`src/rtl/unary_add_1_12.sv`:
```
// Unary adder: accumulates A+B pulses into a 12-bit count, then drains it as a unary dout stream.
// Build option: define UNARY_ADD_SATURATE_EN to clamp count at 4095 on overflow instead of wrapping.
module unary_add_1_12 (
    input  logic clk,
    input  logic rst_n,
    input  logic A,
    input  logic B,
    input  logic en,
    input  logic read_or_write,
    output logic dout,
    output logic C
);

    // Stream semantics: there is no valid/ready pair. While en=1 and read_or_write=1,
    // dout=1 on a cycle means one unit has been removed from count on the edge that
    // produced it; a value N therefore appears as exactly N back-to-back dout=1 cycles.

    logic [11:0] count;
    logic [11:0] count_nxt;
    logic [12:0] sum;
    logic [11:0] sum_fit;
    logic        dout_nxt;
    logic        c_q;
    logic        c_nxt;

    // 13-bit sum so the carry out of the 12-bit accumulator is observable
    assign sum = {1'b0, count} + {12'd0, A} + {12'd0, B};

`ifdef UNARY_ADD_SATURATE_EN
    assign sum_fit = sum[12] ? 12'hFFF : sum[11:0];
`else
    assign sum_fit = sum[11:0];
`endif

    always_comb begin
        count_nxt = count;
        dout_nxt  = 1'b0;
        c_nxt     = c_q;
        if (en) begin
            if (read_or_write) begin
                if (count != 12'd0) begin
                    dout_nxt  = 1'b1;
                    count_nxt = count - 12'd1;
                end
            end else begin
                count_nxt = sum_fit;
                if (sum[12]) begin
                    c_nxt = 1'b1;
                end
            end
        end
    end

    always_ff @(posedge clk or negedge rst_n) begin
        if (!rst_n) begin
            count <= 12'd0;
            dout  <= 1'b0;
            c_q   <= 1'b0;
        end else begin
            count <= count_nxt;
            dout  <= dout_nxt;
            c_q   <= c_nxt;
        end
    end

    assign C = c_q;

endmodule

```
`config.mk`:
```
export PLATFORM = sky130hd
export DESIGN_NAME = unary_add_1_12
export DESIGN_NICKNAME = d
export VERILOG_FILES = /design/src/rtl/unary_add_1_12.sv
export SDC_FILE = /design/constraint.sdc
export NUM_CORES = 1
export LEC_CHECK = 0
export BUFFER_PORTS_ARGS = -buffer_cell sky130_fd_sc_hd__buf_2
export CORE_ASPECT_RATIO = 0.7
export CORE_MARGIN = 2
export CORE_UTILIZATION = 49
export DETAILED_ROUTE_END_ITERATION = 16
export PLACE_DENSITY = 0.75
export SYNTH_ARGS = -nofsm -noshare
export SYNTH_HDL_FRONTEND = slang
export SYNTH_SLANG_ARGS = --single-unit
```
`constraint.sdc`:
```
create_clock -name clk -period 2.8 [get_ports clk]
set_input_delay 0.28 -clock clk [delete_from_list [all_inputs] [get_ports clk]]
set_output_delay 0.28 -clock clk [all_outputs]
set_load 0.005 [all_outputs]
```
# [After elaboration in Yosys (flattened, before gate mapping)]
# Cells that the tools add are included.
[classes] add_sub_neg=3 n_eq_ne=1 n_reduce_logical=3 n_mux=5 n_bitwise=1
[ops] op="two-way mux 12 bit" n=2
[ops] op="adder 12 x 1 -> 13 bit" n=1
[ops] op="adder 13 x 1 -> 13 bit" n=1
[ops] op="nonzero test 12 bit" n=1
[ops] op="subtractor 12 x 1 -> 12 bit, second input constant" n=1
[ops] op="two-way mux 1 bit" n=3
[ops] op="AND reduction 3 bit" n=1
[ops] op="!= test 2 x 1 -> 1 bit, second input constant" n=1
[ops] op="AND reduction 2 bit" n=1
[ops] op="inverter 1 bit" n=1
[word_totals] reg_bits=14 elab_cells=16 in_bits=6

# [Longest topological paths before layout]
[depth] depth_word=4 mapped_depth=8 depth_no_buf=8

# [Worst setup path before layout]
# OpenSTA, ideal clock, no wires.
[synth_path] kind="reg2reg" start="register count[2]" end="register count[10]" arrival_ps=1822 setup_ps=79 path_buffers=1 required_time_ps=2721 path_stages_with_launch=6 path_slack_ps=899 path_cell_list="dfrtp_1 buf_6 or4_4 or4_4 a21oi_2 xor2_1"
[synth_via] elab_chain_len=3 word_cells_on_any_way=8 cone_classes="add/sub (3); eq/ne (1); mux (2); reduce/logical (2)"
[synth_rtl] item="start: declaration" line="18" source="logic [11:0] count;"
[synth_rtl] item="start signal: assignment" line="60" source="count <= count_nxt;"
[synth_rtl] item="adder 12 x 1 -> 13 bit, or another cell as far along" line="27" source="assign sum = {1'b0, count} + {12'd0, A} + {12'd0, B};"
[synth_rtl] item="adder 13 x 1 -> 13 bit, or another cell as far along" line="27"
[synth_rtl] item="two-way mux 12 bit or AND reduction 2 bit (tied branches)"
# Several ways; a longest one is shown, not always the timed one. The select of a mux whose other input is x is not followed.
# A chain may end at the register's enable or synchronous reset.

# [Worst setup path in the final report]
[layout_path] start="register count[2]" end="register count[9]"
# The elaborated chain is that of the path after synthesis.

==> flow_metrics.py <==
metrics = {
    "sta": {
        "timing.final.ws_setup_ns": 0.738,
        "max_freq_ghz": 0.485,
        "minimum_clock_period_after_layout_ns": 2.06,
        "tcrit_tclk_final": 0.736,
        "worst_slew_pin_slew_ns": 0.579,
        "unrepaired_setup_endpoints_after_global_routing": "no",
        "timing.clock.skew_ns": 0.00255,
        "setup_viol": 0,
        "slew_headroom": 0.611,
        "maxSlewViolCount": 0,
        "final.setup.tns_ns": 0,
        "finalHoldViolations": 0,
    },
    "cts": {
        "ctsHtreeMaxLevel": 1,
        "tritoncts": "built",
        "cts_inserted_buffers": 3,
        "clockBufferDepth": 2,
        "clk_transition_reported_paths_ns": 0.09,
        "hold_buffers": 1,
        "quantity_of_gates_resized_following_cts": 0,
        "tritoncts_num_sinks": 14,
        "clock_latency_ns": 0.29,
        "cts_setup_buffers": 0,
        "cts_root_buffer": "sky130_fd_sc_hd__clkbuf_4",
    },
    "logic_synthesis": {
        "synth_fp_nets": 108,
        "ys.warnings.count": 0,
        "netlist_area_pre_place_um2": 946,
        "yosysSeqAreaShare": 0.370,
        "ys_types": 41,
        "number_of_enable_type_register_cells_in_the_synthesized_netlist": 0,
        "yosys_register_bits": 14,
        "ys_async_sr_fraction": 1.00,
        "count_of_mapped_cells_out_of_synthesis": 98,
        "post_synth.cell_area_avg_um2": 9.65,
        "main_synth_ff_type": "sky130_fd_sc_hd__dfrtp_1",
    },
    "global_route": {
        "grt_remaining_overflow": 0,
        "grtUsageTotal": 0.202,
        "grt_antenna_before_repair": 0,
        "grt_start_max_net_pins": 19,
        "grt_pass1_wl_um": 3330,
        "number_of_global_route_vias_before_repair": 719,
    },
    "drt": {
        "wl_met2_um": 802,
        "detailedRoute.firstIterationViolations": 10,
        "routed_wirelength_um": 1910,
        "met3_length_um": 86,
        "post_drt_wl_per_cell_um": 14.9,
        "postRouteAntennaNets": 0,
        "highest-signal-layer": "met4",
        "drt_pass1_iterations": 4,
        "route.layer.met1.wl_um": 1000,
        "dr_total_vias": 757,
        "post_detailed_route_via_to_cell_ratio": 5.91,
        "drcViolationCount": 0,
    },
    "final_layout": {
        "final_net_count": 117,
        "flow.area_growth_from_synthesis_pct": 8.99,
        "drive_gt1_frac": 0.170,
        "n_antenna_cell": 0,
    },
    "worst_setup_path": {
        "worstPathCellList": "nor4_2, nand4b_1, a2111oi_0, mux2_2",
        "timing.critical_path.from_type": "flip-flop",
        "critPathTopFamily": "simple AND/OR/NAND/NOR gates",
        "cp.buffers_inverters": 0,
        "maximum_fanout_along_the_worst_path": 9,
        "critical_path_required_ns": 3.03,
        "crit_path_top_delay_cell": "sky130_fd_sc_hd__nor4_2",
        "crit_path_end_kind": "flip-flop",
        "cpPeakStageDelay_ns": 0.60,
        "timing.setup.critical_path_class": "reg2reg",
        "worstPathArrival_ns": 2.29,
    },
    "floorplanning": {
        "design.die.area_um2": 2300,
        "io_pins": 8,
        "die_h_um": 40.8,
        "fp.dieW_um": 56.5,
        "start_util": 0.515,
        "core_rows": 13,
        "placeableCoreArea_um2": 1840,
    },
    "placed_design": {
        "dp.final_hpwl_um": 1390,
        "place_ws_ns": 0.768,
        "io_buffer_count": 7,
        "gp_routability_congestion": 0.897,
    },
    "power": {
        "static-leakage-power_uw": 0.000462,
        "pwr_density_cell_nw_per_um2": 831,
        "ir_worst_vdd_uv": 501,
    },
    "flow_run": {
        "maxCapViolations": 0,
    },
    "outcome": {
        "outcome": "finished, final reports clean",
    },
    "hold_path": {
        "hp-class": "in2reg",
    },
}
-- logic make-up after synthesis --
family / Yosys count / share of synthesized area
AOI/OAI and AO/OA: 16 / 0.119
and+or+nand+nor: 43 / 0.295
muxes: 2 / 0.0225
buffers and inverters: 10 / 0.0489
DFF: 14 / 0.370
adders and majority gates: 4 / 0.0609
xor gates and xnor gates: 9 / 0.0833
-- cell usage in the layout, fill, tap and decap left out, types with 2 or more instances in the layout --
cell                       synthesis  routed
sky130_fd_sc_hd__buf_2             1       7
sky130_fd_sc_hd__inv_1             6       6
sky130_fd_sc_hd__nor2_1            2       2
sky130_fd_sc_hd__nand2_1           7       7
sky130_fd_sc_hd__and4_1            2       2
sky130_fd_sc_hd__nand4_1           5       5
sky130_fd_sc_hd__xor2_1            9       9
sky130_fd_sc_hd__a21oi_1           5       5
sky130_fd_sc_hd__nand3_1           2       2
sky130_fd_sc_hd__ha_1              3       3
sky130_fd_sc_hd__nor3_1            3       3
sky130_fd_sc_hd__and3_1            2       2
sky130_fd_sc_hd__clkbuf_4          0       3
sky130_fd_sc_hd__nor3b_1           2       2
sky130_fd_sc_hd__o21ai_0           2       2
sky130_fd_sc_hd__or3_1             2       2
sky130_fd_sc_hd__nor2b_1           3       3
sky130_fd_sc_hd__or4_4             2       2
sky130_fd_sc_hd__dfrtp_1          14      14
sky130_fd_sc_hd__nand4b_1          2       2
sky130_fd_sc_hd__or2_2             2       2
-- final timing paths --
check                                startpoint  slack, ns                    to  cells after the start
setup reg to reg           count[2]$_DFFE_PN0P_       0.74  count[9]$_DFFE_PN0P_                      4
setup / recovery           count[2]$_DFFE_PN0P_       0.74  count[9]$_DFFE_PN0P_                      4
hold reg to reg                   C$_DFFE_PN0P_       0.49         C$_DFFE_PN0P_                      1
min in group asynchronous                 rst_n       0.41  count[8]$_DFFE_PN0P_                      2
hold / removal                               en       0.31        dout$_DFF_PN0_                      2
max in group asynchronous                 rst_n       2.15  count[0]$_DFFE_PN0P_                      2
-- registers in the layout, summed over array words and instances (netlist names) --
signal / count
dout: 1
C: 1
count: 12
-- cell type report --
class                           count  area, um^2
Clock buffer                        4        36.3
Fill cell                         175         807
Inverter                            6        22.5
Multi-Input combinational cell     74         549
Sequential cell                    14         350
Tap cell                           22        27.5
Timing Repair Buffer                8        45.0
-- synth_stat cells, types with 2 or more instances --
cell type | number | area (um^2)
sky130_fd_sc_hd__ha_1 | 3 | 37.5
sky130_fd_sc_hd__nand4b_1 | 2 | 17.5
sky130_fd_sc_hd__nand3_1 | 2 | 10.0
sky130_fd_sc_hd__o21ai_0 | 2 | 10.0
sky130_fd_sc_hd__nand4_1 | 5 | 31.3
sky130_fd_sc_hd__nor2_1 | 2 | 7.51
sky130_fd_sc_hd__dfrtp_1 | 14 | 350
sky130_fd_sc_hd__or2_2 | 2 | 12.5
sky130_fd_sc_hd__and3_1 | 2 | 12.5
sky130_fd_sc_hd__clkbuf_1 | 2 | 7.51
sky130_fd_sc_hd__nand2_1 | 7 | 26.3
sky130_fd_sc_hd__nor3b_1 | 2 | 15.0
sky130_fd_sc_hd__and4_1 | 2 | 17.5
sky130_fd_sc_hd__or4_4 | 2 | 22.5
sky130_fd_sc_hd__a21oi_1 | 5 | 25.0
sky130_fd_sc_hd__nor2b_1 | 3 | 18.8
sky130_fd_sc_hd__inv_1 | 6 | 22.5
sky130_fd_sc_hd__xor2_1 | 9 | 78.8
sky130_fd_sc_hd__nor3_1 | 3 | 15.0
sky130_fd_sc_hd__or3_1 | 2 | 12.5
-- metal layers --
metal,track usage,vias to the layer above
met5,0,-
met4,0.0536,0
met3,0.0662,2
met2,0.337,18
met1,0.260,361
li1,-,376
-- power breakdown --
part           switching (uW)  internal (uW)
registers                 138            285
logic                     145            137
clock network            72.3           79.2
-- through the flow --
step | hold WS, ns | utilization | area (um^2) | cells | total power, uW
finish | 0.309 | 0.561 | 1030 | 128 | 856
global route | 0.315 | 0.561 | 1030 | 128 | 931
CTS | 0.307 | 0.561 | 1030 | 128 | 859
detailed placement | 0.200 | 0.536 | 985 | 123 | 704
global placement | 0.193 | 0.536 | 985 | 123 | 687
floorplan | -0.0156 | - | 946 | 98 | 635
(Power assumes the default switching activity.)
